`config.mk`:
```
export PLATFORM = sky130hd
export DESIGN_NAME = controle_fsm
export DESIGN_NICKNAME = d
export VERILOG_FILES = /design/src/rtl/controle_fsm.sv
export SDC_FILE = /design/constraint.sdc
export NUM_CORES = 1
export LEC_CHECK = 0
export ABC_CLOCK_PERIOD_IN_PS = 4300
export BUFFER_PORTS_ARGS = -buffer_cell sky130_fd_sc_hd__buf_2
export CAP_MARGIN = 20
export CORE_AREA = 5 5 42 44
export CTS_CLUSTER_DIAMETER = 80
export DETAILED_ROUTE_END_ITERATION = 6
export DIE_AREA = 0 0 47 49
export PLACE_DENSITY = 0.51
export SYNTH_ARGS = -nofsm -noshare
export SYNTH_HDL_FRONTEND = slang
export SYNTH_SLANG_ARGS = --single-unit
export TNS_END_PERCENT = 30
```
`constraint.sdc`:
```
create_clock -name clock_50 -period 4.3 [get_ports clock_50]
set_input_delay 0.43 -clock clock_50 [delete_from_list [all_inputs] [get_ports clock_50]]
set_output_delay 0.43 -clock clock_50 [all_outputs]
set_load 0.01 [all_outputs]
```
`src/rtl/controle_fsm.sv`:
```
// Moore control unit of the sequence-memory game; define ENTER_SYNC_EN to add a 2-flop synchronizer and rising-edge detector on enter.
// Status flags act on the next clock edge; a synchronized enter acts on the 3rd edge. There is no backpressure: enter outside SETUP/RESULT is dropped.
module controle_fsm (
  input  logic       clock_50,
  input  logic       reset,
  input  logic       enter,
  input  logic       end_fpga,
  input  logic       end_user,
  input  logic       end_time,
  input  logic       win,
  input  logic       match,
  output logic       r1,
  output logic       r2,
  output logic       e1,
  output logic       e2,
  output logic       e3,
  output logic       e4,
  output logic       sel,
  output logic [3:0] state
);

  localparam logic [3:0] S_INIT       = 4'd0;
  localparam logic [3:0] S_SETUP      = 4'd1;
  localparam logic [3:0] S_PREP       = 4'd2;
  localparam logic [3:0] S_PLAY_FPGA  = 4'd3;
  localparam logic [3:0] S_PLAY_USER  = 4'd4;
  localparam logic [3:0] S_CHECK_USER = 4'd5;
  localparam logic [3:0] S_NEXT_ROUND = 4'd6;
  localparam logic [3:0] S_CHECK_WIN  = 4'd7;
  localparam logic [3:0] S_RESULT     = 4'd8;

  logic [3:0] state_q, state_d;
  logic       enter_pulse;

`ifdef ENTER_SYNC_EN
  logic enter_meta_q, enter_meta_d;
  logic enter_sync_q, enter_sync_d;
  logic enter_prev_q, enter_prev_d;

  always_comb begin
    enter_meta_d = enter;
    enter_sync_d = enter_meta_q;
    enter_prev_d = enter_sync_q;
    enter_pulse  = enter_sync_q & ~enter_prev_q;
  end

  // Reset to 1 so a key held through reset release does not look like a fresh press.
  always_ff @(posedge clock_50 or posedge reset) begin
    if (reset) begin
      enter_meta_q <= 1'b1;
      enter_sync_q <= 1'b1;
      enter_prev_q <= 1'b1;
    end else begin
      enter_meta_q <= enter_meta_d;
      enter_sync_q <= enter_sync_d;
      enter_prev_q <= enter_prev_d;
    end
  end
`else
  assign enter_pulse = enter;
`endif

  always_comb begin
    state_d = state_q;
    case (state_q)
      S_INIT:       state_d = S_SETUP;
      S_SETUP:      if (enter_pulse) state_d = S_PREP;
      S_PREP:       state_d = S_PLAY_FPGA;
      S_PLAY_FPGA:  if (end_fpga) state_d = S_PLAY_USER;
      // A timeout in the same cycle as the last entry still loses the game.
      S_PLAY_USER: begin
        if (end_time)      state_d = S_RESULT;
        else if (end_user) state_d = S_CHECK_USER;
      end
      S_CHECK_USER: state_d = match ? S_NEXT_ROUND : S_RESULT;
      S_NEXT_ROUND: state_d = S_CHECK_WIN;
      S_CHECK_WIN:  state_d = win ? S_RESULT : S_PREP;
      S_RESULT:     if (enter_pulse) state_d = S_INIT;
      default:      state_d = S_INIT;
    endcase
  end

  always_ff @(posedge clock_50 or posedge reset) begin
    if (reset) state_q <= S_INIT;
    else       state_q <= state_d;
  end

  always_comb begin
    r1  = 1'b0;
    r2  = 1'b0;
    e1  = 1'b0;
    e2  = 1'b0;
    e3  = 1'b0;
    e4  = 1'b0;
    sel = 1'b1;
    case (state_q)
      S_INIT: begin
        r1 = 1'b1;
        r2 = 1'b1;
      end
      S_SETUP:      e1  = 1'b1;
      S_PREP:       r2  = 1'b1;
      S_PLAY_FPGA:  e3  = 1'b1;
      S_PLAY_USER:  e2  = 1'b1;
      S_NEXT_ROUND: e4  = 1'b1;
      S_RESULT:     sel = 1'b0;
      default:      sel = 1'b1;
    endcase
  end

  assign state = state_q;

endmodule
```
==> Yosys cells after proc, flatten, opt, wreduce, memory -nomap -nowiden <==
Index checks and enable logic that the tools add are counted.
{ "totals": {"register_bits": 4, "word_cells": 31} }
{ "classes": {"n_eq_ne": 12, "n_mux": 15, "reduce_logical": 3} }
{ "op_table": {"columns": ["cell", "count"], "rows": [
  ["one-hot mux 4 bit (9 select lines)", 1],
  ["two-way mux 4 bit", 7],
  ["equality test 4 x 3 -> 1 bit (second input constant)", 4],
  ["equality test 4 x 2 -> 1 bit (second input constant)", 2],
  ["two-way mux 1 bit", 7],
  ["inequality test 2 bit (second input constant)", 3],
  ["equality test 4 x 1 -> 1 bit (second input constant)", 1],
  ["equality test 4 bit (second input constant)", 1],
  ["logical NOT 4 bit", 1],
  ["AND reduction 4 bit", 1],
  ["inequality test 3 bit (second input constant)", 1],
  ["OR reduction 2 bit", 1]
]} }

==> Depth between registers and ports, before layout <==
Gate-level depths: netlist of the first run.
{ "depth": {"word_depth": 3, "mapped_depth": 5} }

==> Least setup slack after synthesis of the first run <==
Ideal clock, no wire load.
{ "synth_path": {"kind": "reg-to-reg", "start": "register state_q[0] (netlist: state[0])", "end": "register state_q[1] (netlist: state[1])", "setup_time_ns": 0.125, "t_arrival_ns": 1.624, "setup_slack_ns": 2.551, "path_stages_with_launch": 6, "path_cell_list": "dfrtp_1 -> buf_6 -> or4b_4 -> o32ai_2 -> a21oi_1 -> mux2_4"} }
{ "synth_via": {"elab_chain_len": 3, "elab_cells_between_ends": 15, "cone_classes": "eq/ne: 12; mux: 1; reduce/logical: 2"} }
{ "synth_rtl": {"columns": ["item", "line", "source"], "rows": [
  ["from (decl)", "32", "logic [3:0] state_q, state_d;"],
  ["from (signal assigned)", "85", "else state_q <= state_d;"],
  ["equality test 4 x 3 -> 1 bit (tied with other cells)", "65", "case (state_q)"],
  ["inequality test 3 bit (no source line) or inequality test 2 bit (tied branches)", null, null],
  ["AND reduction 4 bit (no source line)", null, null]
]} }
Parallel ways exist; a longest one is shown, timed or not.
A chain may end at the register's enable or synchronous reset.

==> Worst setup path after layout of the first run <==
{ "layout_path": {"start": "register state_q[0] (netlist: state[0])", "end": "output sel"} }
{ "layout_via": {"elab_chain_len": 2} }
{ "layout_rtl": {"columns": ["item", "line", "source"], "rows": [
  ["equality test 4 bit", "96", "case (state_q)"],
  ["two-way mux 1 bit", "96", null],
  ["to (decl)", "18", "output logic sel,"]
]} }
No other way between the ends.

==> key figures, run 1 <==
Global routing
  • First-pass GRT wire length: 1510 µm
  • Number of global-route vias before repair: 311
  • Largest net degree at the start of global routing: 17
  • GRT overflow: 0
  • GRT Total Usage: 9.53%
  • Initial antenna violation count: 0

Worst hold path
  • Worst Hold Class: primary input to asynchronous set/reset pin

Floorplanning
  • # IOs: 19
  • Site Rows: 14
  • Chip width: 47 µm
  • Starting Density: 26.7%
  • Die height: 49 µm
  • Die Area: 2300 µm²
  • Core ar.: 1400 µm²

Timing
  • Fin Setup TNS: 0 ps
  • Final setup viols: 0
  • Final Hold Slack: 65.7 ps
  • Crit share post-route: 45.4%
  • Unrepaired setup endpoints after global routing: false
  • Actual slew at the worst max-slew pin: 429 ps
  • Peak Freq: 512 MHz
  • Fin. Hold Viols: 0
  • Max Slew Vio Count: 0
  • Min Clock Period, post-route: 1950 ps
  • Relative slew slack: 71.4%
  • Setup Skew: 2.94 ps

Synthesis
  • Synth top area cells: dfrtp_1 (27%), or4b_4 (7.4%), a21oi_1 (6.7%)
  • Post-Synthesis Cells: 47
  • Mapped Avg Cell Area: 7.96 µm²
  • Synth unique cells: 24
  • Top cell type's share of synthesized area: 26.8%
  • Synth top cells by count: a21oi_1 (5), inv_1 (5), dfrtp_1 (4), nand2_1 (4)
  • Mapped Area: 374 µm²
  • Seq cells post-synth: 4
  • Dominant synthesized flop cell: dfrtp_1
  • Cell taking the most area after synthesis: dfrtp_1
  • EDFF count, synth: 0
  • Sequential area share after synthesis: 26.8%
  • Yosys warns: 0
  • Syn nets: 55
  • Post-synth ARST share: 100%

Final layout
  • Register Area: 100 µm²
  • Layout cells sized above 1: 40.6%
  • ANT cells: 0
  • Layout Nets: 74
  • Fillers: 161
  • Design area: 477 µm²
  • Max reg flops: 4
  • Area growth from synthesis to layout: 27.4%
  • Area of the multi-input gates: 221 µm²

Worst setup path
  • Critical Path RT: 3870 ps
  • R2r startpoint: state[0]$_DFFE_PP0P_
  • Nature of the critical path startpoint: register
  • Crit path max fanout: 12
  • Worst Setup End Kind: primary output
  • WS Path Type: register to primary output
  • Crit path from: state[0]$_DFFE_PP0P_
  • WP data arrival: 1520 ps

Detailed routing
  • Vias per cell: 4.58
  • Final wirelength: 963 µm
  • Vias: 366
  • DR pass1 iterations: 2
  • 1st-iter DRT viols: 2
  • DR DRC count: 0
  • Antenna viol nets, final: 0
  • Routed length per placed instance: 12.0 µm

Clock network
  • # Post-CTS Setup Buffers: 0
  • # clock sinks: 4
  • Clock transition at path regs: 40 ps
  • CTS tree: yes
  • CTS Buf Count: 3
  • # resized after CTS: 0
  • H-Tree Depth: 1
  • Cts-stage hold buffer count: 0
  • Root Buffer Master: clkbuf_4
  • Clk_lat worst skew: 230 ps
  • Max Root-Sink Buffers: 2

Status
  • Outcome: finished, final reports clean

Run
  • Max-Cap Viols: 0

Place
  • Placed inst area: 454 µm²
  • Port bufs: 18
  • Placer congestion estimate: 0.720

Pwr
  • Maximum vdd drop: 0.230 mV
  • Pleak: 0.247 nW
  • Pwr per Cell Area: 678 nW/µm²
==> path summary, 6_finish.rpt <==
| kind | end | slack (ps) | cells past startpoint |
|---|---|---|---|
| max in group asynchronous | state[2]$_DFFE_PP0P_ | 4090 | 2 |
| worst max-delay path | sel | 2350 | 2 |
| worst min register to register | state[2]$_DFFE_PP0P_ | 630 | 1 |
| worst min-delay path | state[0]$_DFFE_PP0P_ | 70 | 2 |
| min in group clock_50 | state[3]$_DFFE_PP0P_ | 440 | 2 |
| worst max register to register | state[1]$_DFFE_PP0P_ | 2460 | 4 |
==> placed cells by master, fill, tap and decap left out <==
master	netlist	final
a211o_1	1	1
a21oi_1	5	5
and2_1	1	1
buf_2	0	18
clkbuf_4	0	3
dfrtp_1	4	4
inv_1	5	5
inv_2	1	1
mux2_4	1	1
mux2i_1	1	1
nand2_1	4	4
nand2b_1	3	3
nand3_1	1	1
nand3b_1	1	1
nor2_1	2	2
nor2b_1	1	1
nor3_1	3	3
nor4_1	1	1
o21ai_0	2	2
o21ai_1	1	1
o31ai_1	1	1
o32ai_1	1	1
o32ai_2	1	1
or4b_4	2	2
==> power breakdown <==
group	switching (mW)	internal, mW
Combinational	0.0826	0.0906
Clock	0.0143	0.0311
Sequential	0.0516	0.0529
Total	0.148	0.175
==> critical path: stages (launching register included) <==
cell and delay [ps]:
dfrtp_1 510, or4b_4 620, buf_2 160
==> metrics by stage <==
stage	cells	util (%)	setup slack, ps	total power [mW]
3_5_place_dp	77	32.4	2470	0.279
5_1_grt	80	34.0	2270	0.356
4_1_cts	80	34.0	2340	0.327
2_1_floorplan	47	-	2550	0.232
6_report	80	34.0	2350	0.323
3_3_place_gp	77	32.4	2500	0.279
==> metal layers <==
layer	routed length (µm)	GRT usage, %	vias to the layer above
li1	-	-	200
met5	0	0	-
met4	6	6.91	0
met3	92	4.06	2
met2	427	10.4	16
met1	437	13.9	148
==> cells by family (layout without fill, tap and decap cells) <==
family,after synthesis,count (layout),share of synthesized area (%)
mux,2,2,6.69
buf+inv,10,27,14.0
flops,4,4,26.8
simple gates,19,19,30.8
compound gates,12,12,21.7
==> cell type report <==
type                    instances  share of cell area, %
multi-input cells              33                   46.5
well taps                      16                   4.20
inverters                       6                   4.72
flip-flops and latches          4                   21.0
repair buffers                 18                   18.9
clock buffers                   3                   4.72
(Power assumes the default switching activity.)
==> inputs of run 2 (changes only) <==
--- a/config.mk
+++ b/config.mk
@@ -5,7 +5,7 @@
 export SDC_FILE = /design/constraint.sdc
 export NUM_CORES = 1
 export LEC_CHECK = 0
-export ABC_CLOCK_PERIOD_IN_PS = 4300
+export ABC_CLOCK_PERIOD_IN_PS = 1900
 export BUFFER_PORTS_ARGS = -buffer_cell sky130_fd_sc_hd__buf_2
 export CAP_MARGIN = 20
 export CORE_AREA = 5 5 42 44
==> constraint.sdc (replaced) <==
create_clock -name clock_50 -period 1.9 [get_ports clock_50]
set_input_delay 0.19 -clock clock_50 [delete_from_list [all_inputs] [get_ports clock_50]]
set_output_delay 0.19 -clock clock_50 [all_outputs]
set_load 0.01 [all_outputs]
==> run 2 against run 1 <==
  * Die area unchanged
  * Highest routed layer unchanged
  * Total power increased by 140%
  * Clock skew increased by 1.0 ps
  * Largest cell class unchanged
  * Cell area increased by 8.4%
  * Sequential share of layout area decreased by 1.6 points
  * Worst hold slack improved by 120 ps
  * Final cell count increased by 6.3%
  * Critical path depth increased by 2
  * First-iteration DRC count increased to 2.5 times the previous value
  * Sequential power increased by 47%
  * Routed wire length increased by 4.5%
==> key figures, run 2 (synthesis results as in run 1) <==
Pwr
  • Maximum vdd drop: 0.544 mV
  • Pleak: 0.271 nW
  • Pwr per Cell Area: 1520 nW/µm²

Floorplanning
  • Chip width: 47 µm
  • # IOs: 19
  • Starting Density: 26.7%
  • Site Rows: 14
  • Die Area: 2300 µm²
  • Core ar.: 1400 µm²
  • Die height: 49 µm

Detailed routing
  • 1st-iter DRT viols: 5
  • Vias per cell: 4.76
  • DR pass1 iterations: 2
  • Final wirelength: 1010 µm
  • DR DRC count: 0
  • Routed length per placed instance: 11.8 µm
  • Antenna viol nets, final: 0
  • Routed length on met3: 74 µm
  • DR top layer: met4
  • Wl on met1: 456 µm
  • Metal2 WL: 449 µm
  • Vias: 405

Run
  • Max-Cap Viols: 0

Timing
  • Actual slew at the worst max-slew pin: 190 ps
  • Setup Skew: 3.96 ps
  • Relative slew slack: 86.9%
  • Crit share post-route: 87.3%
  • Fin. Hold Viols: 0
  • Final setup viols: 0
  • Max Slew Vio Count: 0
  • Final Hold Slack: 187 ps
  • Peak Freq: 603 MHz
  • Fin Setup TNS: 0 ps
  • Min Clock Period, post-route: 1660 ps
  • Unrepaired setup endpoints after global routing: false

Global routing
  • GRT overflow: 0
  • Largest net degree at the start of global routing: 14
  • GRT Total Usage: 8.75%
  • First-pass GRT wire length: 1440 µm
  • Number of global-route vias before repair: 367
  • Initial antenna violation count: 0

Clock network
  • Root Buffer Master: clkbuf_4
  • CTS Buf Count: 3
  • Clk_lat worst skew: 240 ps
  • H-Tree Depth: 1
  • Max Root-Sink Buffers: 2
  • CTS tree: yes
  • # resized after CTS: 0
  • Clock transition at path regs: 40 ps
  • # clock sinks: 4

Worst setup path
  • Critical Path RT: 2020 ps
  • Nature of the critical path startpoint: register
  • CP max stage delay: 560 ps
  • Worst Setup End Kind: register
  • R2r setup slk: 240 ps
  • WP data arrival: 1780 ps
  • Crit path max fanout: 4
  • WS Path Type: register to register
  • CP Cell Sequence: or4b_4, o32ai_2, a21oi_1, mux2_4
  • Crit-path slowest cell: or4b_4

Final layout
  • Area growth from synthesis to layout: 38.1%
  • Commonest non-fill, non-tap cell in the layout: buf_2
  • Layout cells sized above 1: 43.5%
  • Area of the multi-input gates: 221 µm²
  • Layout Nets: 79
  • Register Area: 100 µm²
  • Most frequent cells in the layout: buf_2 (18), inv_1 (5), a21oi_1 (5)
  • Max reg flops: 4
  • ANT cells: 0
  • Fillers: 163

Place
  • Port bufs: 18
  • Placer congestion estimate: 0.761
  • DPL Wire Length: 794 µm

Status
  • Outcome: finished, final reports clean

Worst hold path
  • Worst Hold Class: primary input to register
[run 2: critical path, delay by kind of cell, from the launching register on]
| kind | cells | cell delay, ps |
|---|---|---|
| DFF | 1 | 390 |
| muxes | 1 | 300 |
| and+or+nand+nor | 1 | 560 |
| AOI/OAI and AO/OA | 2 | 290 |
[run 2: per-layer routing]
| metal | track usage [%] | vias to the layer above |
|---|---|---|
| li1 | - | 211 |
| met1 | 10.6 | 178 |
| met2 | 12.9 | 14 |
| met3 | 0.369 | 2 |
| met4 | 8.29 | 0 |
| met5 | 0 | - |
[run 2: per-stage QoR]
step / total power [mW] / cell area, µm² / setup WS, ps / std cells / utilization, %
2_1_floorplan: 0.524 / 374 / 151 / 47 / -
3_3_place_gp: 0.684 / 484 / 269 / 81 / 34.6
3_5_place_dp: 0.683 / 484 / 250 / 81 / 34.6
4_1_cts: 0.797 / 517 / 242 / 85 / 36.9
5_1_grt: 0.843 / 517 / 205 / 85 / 36.9
6_report: 0.786 / 517 / 240 / 85 / 36.9
[run 2: power by group]
part	internal, mW	leakage [nW]	total (mW)	switching [mW]
registers	0.121	0.0506	0.153	0.0318
clock network	0.0706	0.0138	0.105	0.0345
logic	0.248	0.207	0.528	0.279
total	0.440	0.271	0.786	0.346
[run 2: final timing paths]
| check | startpoint | to | cells after the start |
|---|---|---|---|
| max in group asynchronous | reset | state[2]$_DFFE_PP0P_ | 3 |
| worst max register to register | state[0]$_DFFE_PP0P_ | state[1]$_DFFE_PP0P_ | 4 |
| min in group asynchronous | reset | state[0]$_DFFE_PP0P_ | 3 |
| worst max-delay path | state[0]$_DFFE_PP0P_ | state[1]$_DFFE_PP0P_ | 4 |
| worst min-delay path | enter | state[3]$_DFFE_PP0P_ | 2 |
| worst min register to register | state[3]$_DFFE_PP0P_ | state[2]$_DFFE_PP0P_ | 2 |
[run 2: area by class of cell]
type                    instances  area share, %
well taps                      16           3.87
multi-input cells              33           42.9
repair buffers                 23           25.2
clock buffers                   3           4.36
inverters                       6           4.36
flip-flops and latches          4           19.4
[run 2: timing repair]
action                    CTS  global route
hold endpoints to repair    4             0
hold buffers                1             0
setup buffers               0             0
==> inputs of run 3 (changes only) <==
--- a/config.mk
+++ b/config.mk
@@ -8,11 +8,13 @@
 export ABC_CLOCK_PERIOD_IN_PS = 1900
 export BUFFER_PORTS_ARGS = -buffer_cell sky130_fd_sc_hd__buf_2
 export CAP_MARGIN = 20
-export CORE_AREA = 5 5 42 44
+export CELL_PAD_IN_SITES_DETAIL_PLACEMENT = 1
+export CELL_PAD_IN_SITES_GLOBAL_PLACEMENT = 1
+export CORE_MARGIN = 2
+export CORE_UTILIZATION = 28
 export CTS_CLUSTER_DIAMETER = 80
 export DETAILED_ROUTE_END_ITERATION = 6
-export DIE_AREA = 0 0 47 49
-export PLACE_DENSITY = 0.51
+export PLACE_DENSITY = 0.69
 export SYNTH_ARGS = -nofsm -noshare
 export SYNTH_HDL_FRONTEND = slang
 export SYNTH_SLANG_ARGS = --single-unit
==> run 3 against run 2 <==
  * Worst setup slack worse by 63 ps
  * Total power up 1.1%
  * Largest power group unchanged
  * Count of clock-buffer cells in the layout unchanged
  * Sequential cell count unchanged
  * Clock skew about the same
  * Cell area down 0.24%
  * Register-to-register slack worse by 60 ps
==> key figures, run 3 (synthesis results as in run 1) <==
Final layout
  • Area growth from synthesis to layout: 37.8%
  • Most frequent cells in the layout: buf_2 (18), inv_1 (5), a21oi_1 (5)
  • Max reg flops: 4
  • Layout Nets: 79
  • Register Area: 100 µm²
  • Fillers: 173
  • ANT cells: 0
  • Layout cells sized above 1: 43.5%
  • Design area: 515 µm²
  • Area of the multi-input gates: 221 µm²
  • Commonest non-fill, non-tap cell in the layout: buf_2

Worst setup path
  • WP data arrival: 1830 ps
  • Reg2reg path depth: 4
  • Crit path max fanout: 7
  • Nature of the critical path startpoint: register
  • Critical Path RT: 2010 ps
  • WS Path Type: register to register
  • Crit Reg-Reg Endpoint: state[1]$_DFFE_PP0P_
  • R2r startpoint: state[3]$_DFFE_PP0P_
  • Worst Setup End Kind: register
  • R2r setup slk: 180 ps

Global routing
  • First-pass GRT wire length: 1710 µm
  • GRT Total Usage: 15.7%
  • GRT overflow: 0
  • Initial antenna violation count: 0
  • Largest net degree at the start of global routing: 15
  • Number of global-route vias before repair: 380

Worst hold path
  • Worst Hold Class: primary input to register
  • Hold Path Sink: state[3]$_DFFE_PP0P_
  • Worst Min Path Start: enter
  • Hold Path Depth: 2

Run
  • Max-Cap Viols: 0

Clock network
  • CTS Buf Count: 3
  • Clk_lat worst skew: 230 ps
  • # clock sinks: 4
  • Root Buffer Master: clkbuf_4
  • CTS tree: yes
  • H-Tree Depth: 1
  • Max Root-Sink Buffers: 2
  • Clock transition at path regs: 40 ps

Timing
  • Final setup viols: 0
  • Unrepaired setup endpoints after global routing: false
  • Final Hold Slack: 201 ps
  • Fin Setup TNS: 0 ps
  • Setup Skew: 4.41 ps
  • Actual slew at the worst max-slew pin: 244 ps
  • Fin. Hold Viols: 0
  • Min Clock Period, post-route: 1720 ps
  • Relative slew slack: 83.3%
  • Max Slew Vio Count: 0
  • Peak Freq: 581 MHz
  • Crit share post-route: 90.6%
  • Fin worst setup slack: 178 ps

Pwr
  • Pwr per Cell Area: 1540 nW/µm²
  • Pleak: 0.271 nW
  • Maximum vdd drop: 0.472 mV
  • Pwr Total: 0.795 mW

Detailed routing
  • DR DRC count: 0
  • Vias per cell: 4.73
  • DR pass1 iterations: 1
  • Antenna viol nets, final: 0
  • Final wirelength: 1080 µm
  • Routed length per placed instance: 12.8 µm
  • Vias: 397
  • 1st-iter DRT viols: 0

Place
  • Port bufs: 18
  • Placer congestion estimate: 0.733
  • DPL Wire Length: 818 µm
  • Pre-CTS setup slack: 219 ps
  • Placed inst area: 483 µm²

Floorplanning
  • Site Rows: 13
  • Die height: 40.6 µm
  • Core ar.: 1270 µm²
  • Chip width: 40.6 µm
  • # IOs: 19
  • Die Area: 1640 µm²
  • Starting Density: 29.5%

Status
  • Outcome: finished, final reports clean
[run 3: cell counts in the layout (fill, tap and decap cells not counted)]
Identical to the previous run, type by type.
[run 3: critical path, cell delays in order (launching register included)]
cell	delay [ps]
dfrtp_1	430
or4b_4	550
o32ai_2	230
a21oi_1	90
mux2_4	310
[run 3: worst max path at each step]
stage	start	end	slack, ps	cells past startpoint
after global routing	state[3]$_DFFE_PP0P_	state[1]$_DFFE_PP0P_	120	4
after detailed placement	state[3]$_DFFE_PP0P_	state[1]$_DFFE_PP0P_	220	4
after CTS	state[3]$_DFFE_PP0P_	state[1]$_DFFE_PP0P_	170	4
after floorplan	state[0]$_DFFE_PP0P_	state[1]$_DFFE_PP0P_	150	5
final	state[3]$_DFFE_PP0P_	state[1]$_DFFE_PP0P_	180	4
after global placement	state[3]$_DFFE_PP0P_	state[1]$_DFFE_PP0P_	250	4
[run 3: report_power, final]
| part | total, mW | internal [mW] | switching [mW] |
|---|---|---|---|
| Sequential | 0.157 | 0.121 | 0.0359 |
| Combinational | 0.537 | 0.248 | 0.289 |
| Clock | 0.101 | 0.0703 | 0.0304 |
| Total | 0.795 | 0.440 | 0.355 |
[run 3: what timing repair did]
action                    in CTS  in global routing
setup buffers                  0                  0
hold buffers                   1                  0
resized for setup              0                  0
hold endpoints to repair       4                  0
[run 3: stage by stage]
stage / util [%] / cells
floorplan: - / 47
global placement: 38.1 / 80
detailed placement: 38.1 / 80
CTS: 40.6 / 84
global route: 40.6 / 84
finish: 40.6 / 84
[run 3: per-layer routing]
| metal | vias to the layer above | part of all wire [%] | global-route usage [%] | wire length (µm) |
|---|---|---|---|---|
| met5 | - | 0 | 0 | 0 |
| met4 | 0 | 0 | 5.00 | 0 |
| met3 | 0 | 4.5 | 1.67 | 49 |
| met2 | 11 | 47 | 27.4 | 505 |
| met1 | 179 | 48 | 19.7 | 522 |
| li1 | 207 | - | - | - |
[run 3: layout make-up]
| cell class | instances | area share, % |
|---|---|---|
| Clock buffer | 3 | 4.37 |
| Inverter | 6 | 4.37 |
| Sequential cell | 4 | 19.4 |
| Timing Repair Buffer | 23 | 25.2 |
| Multi-Input combinational cell | 33 | 43.0 |
| Tap cell | 15 | 3.64 |
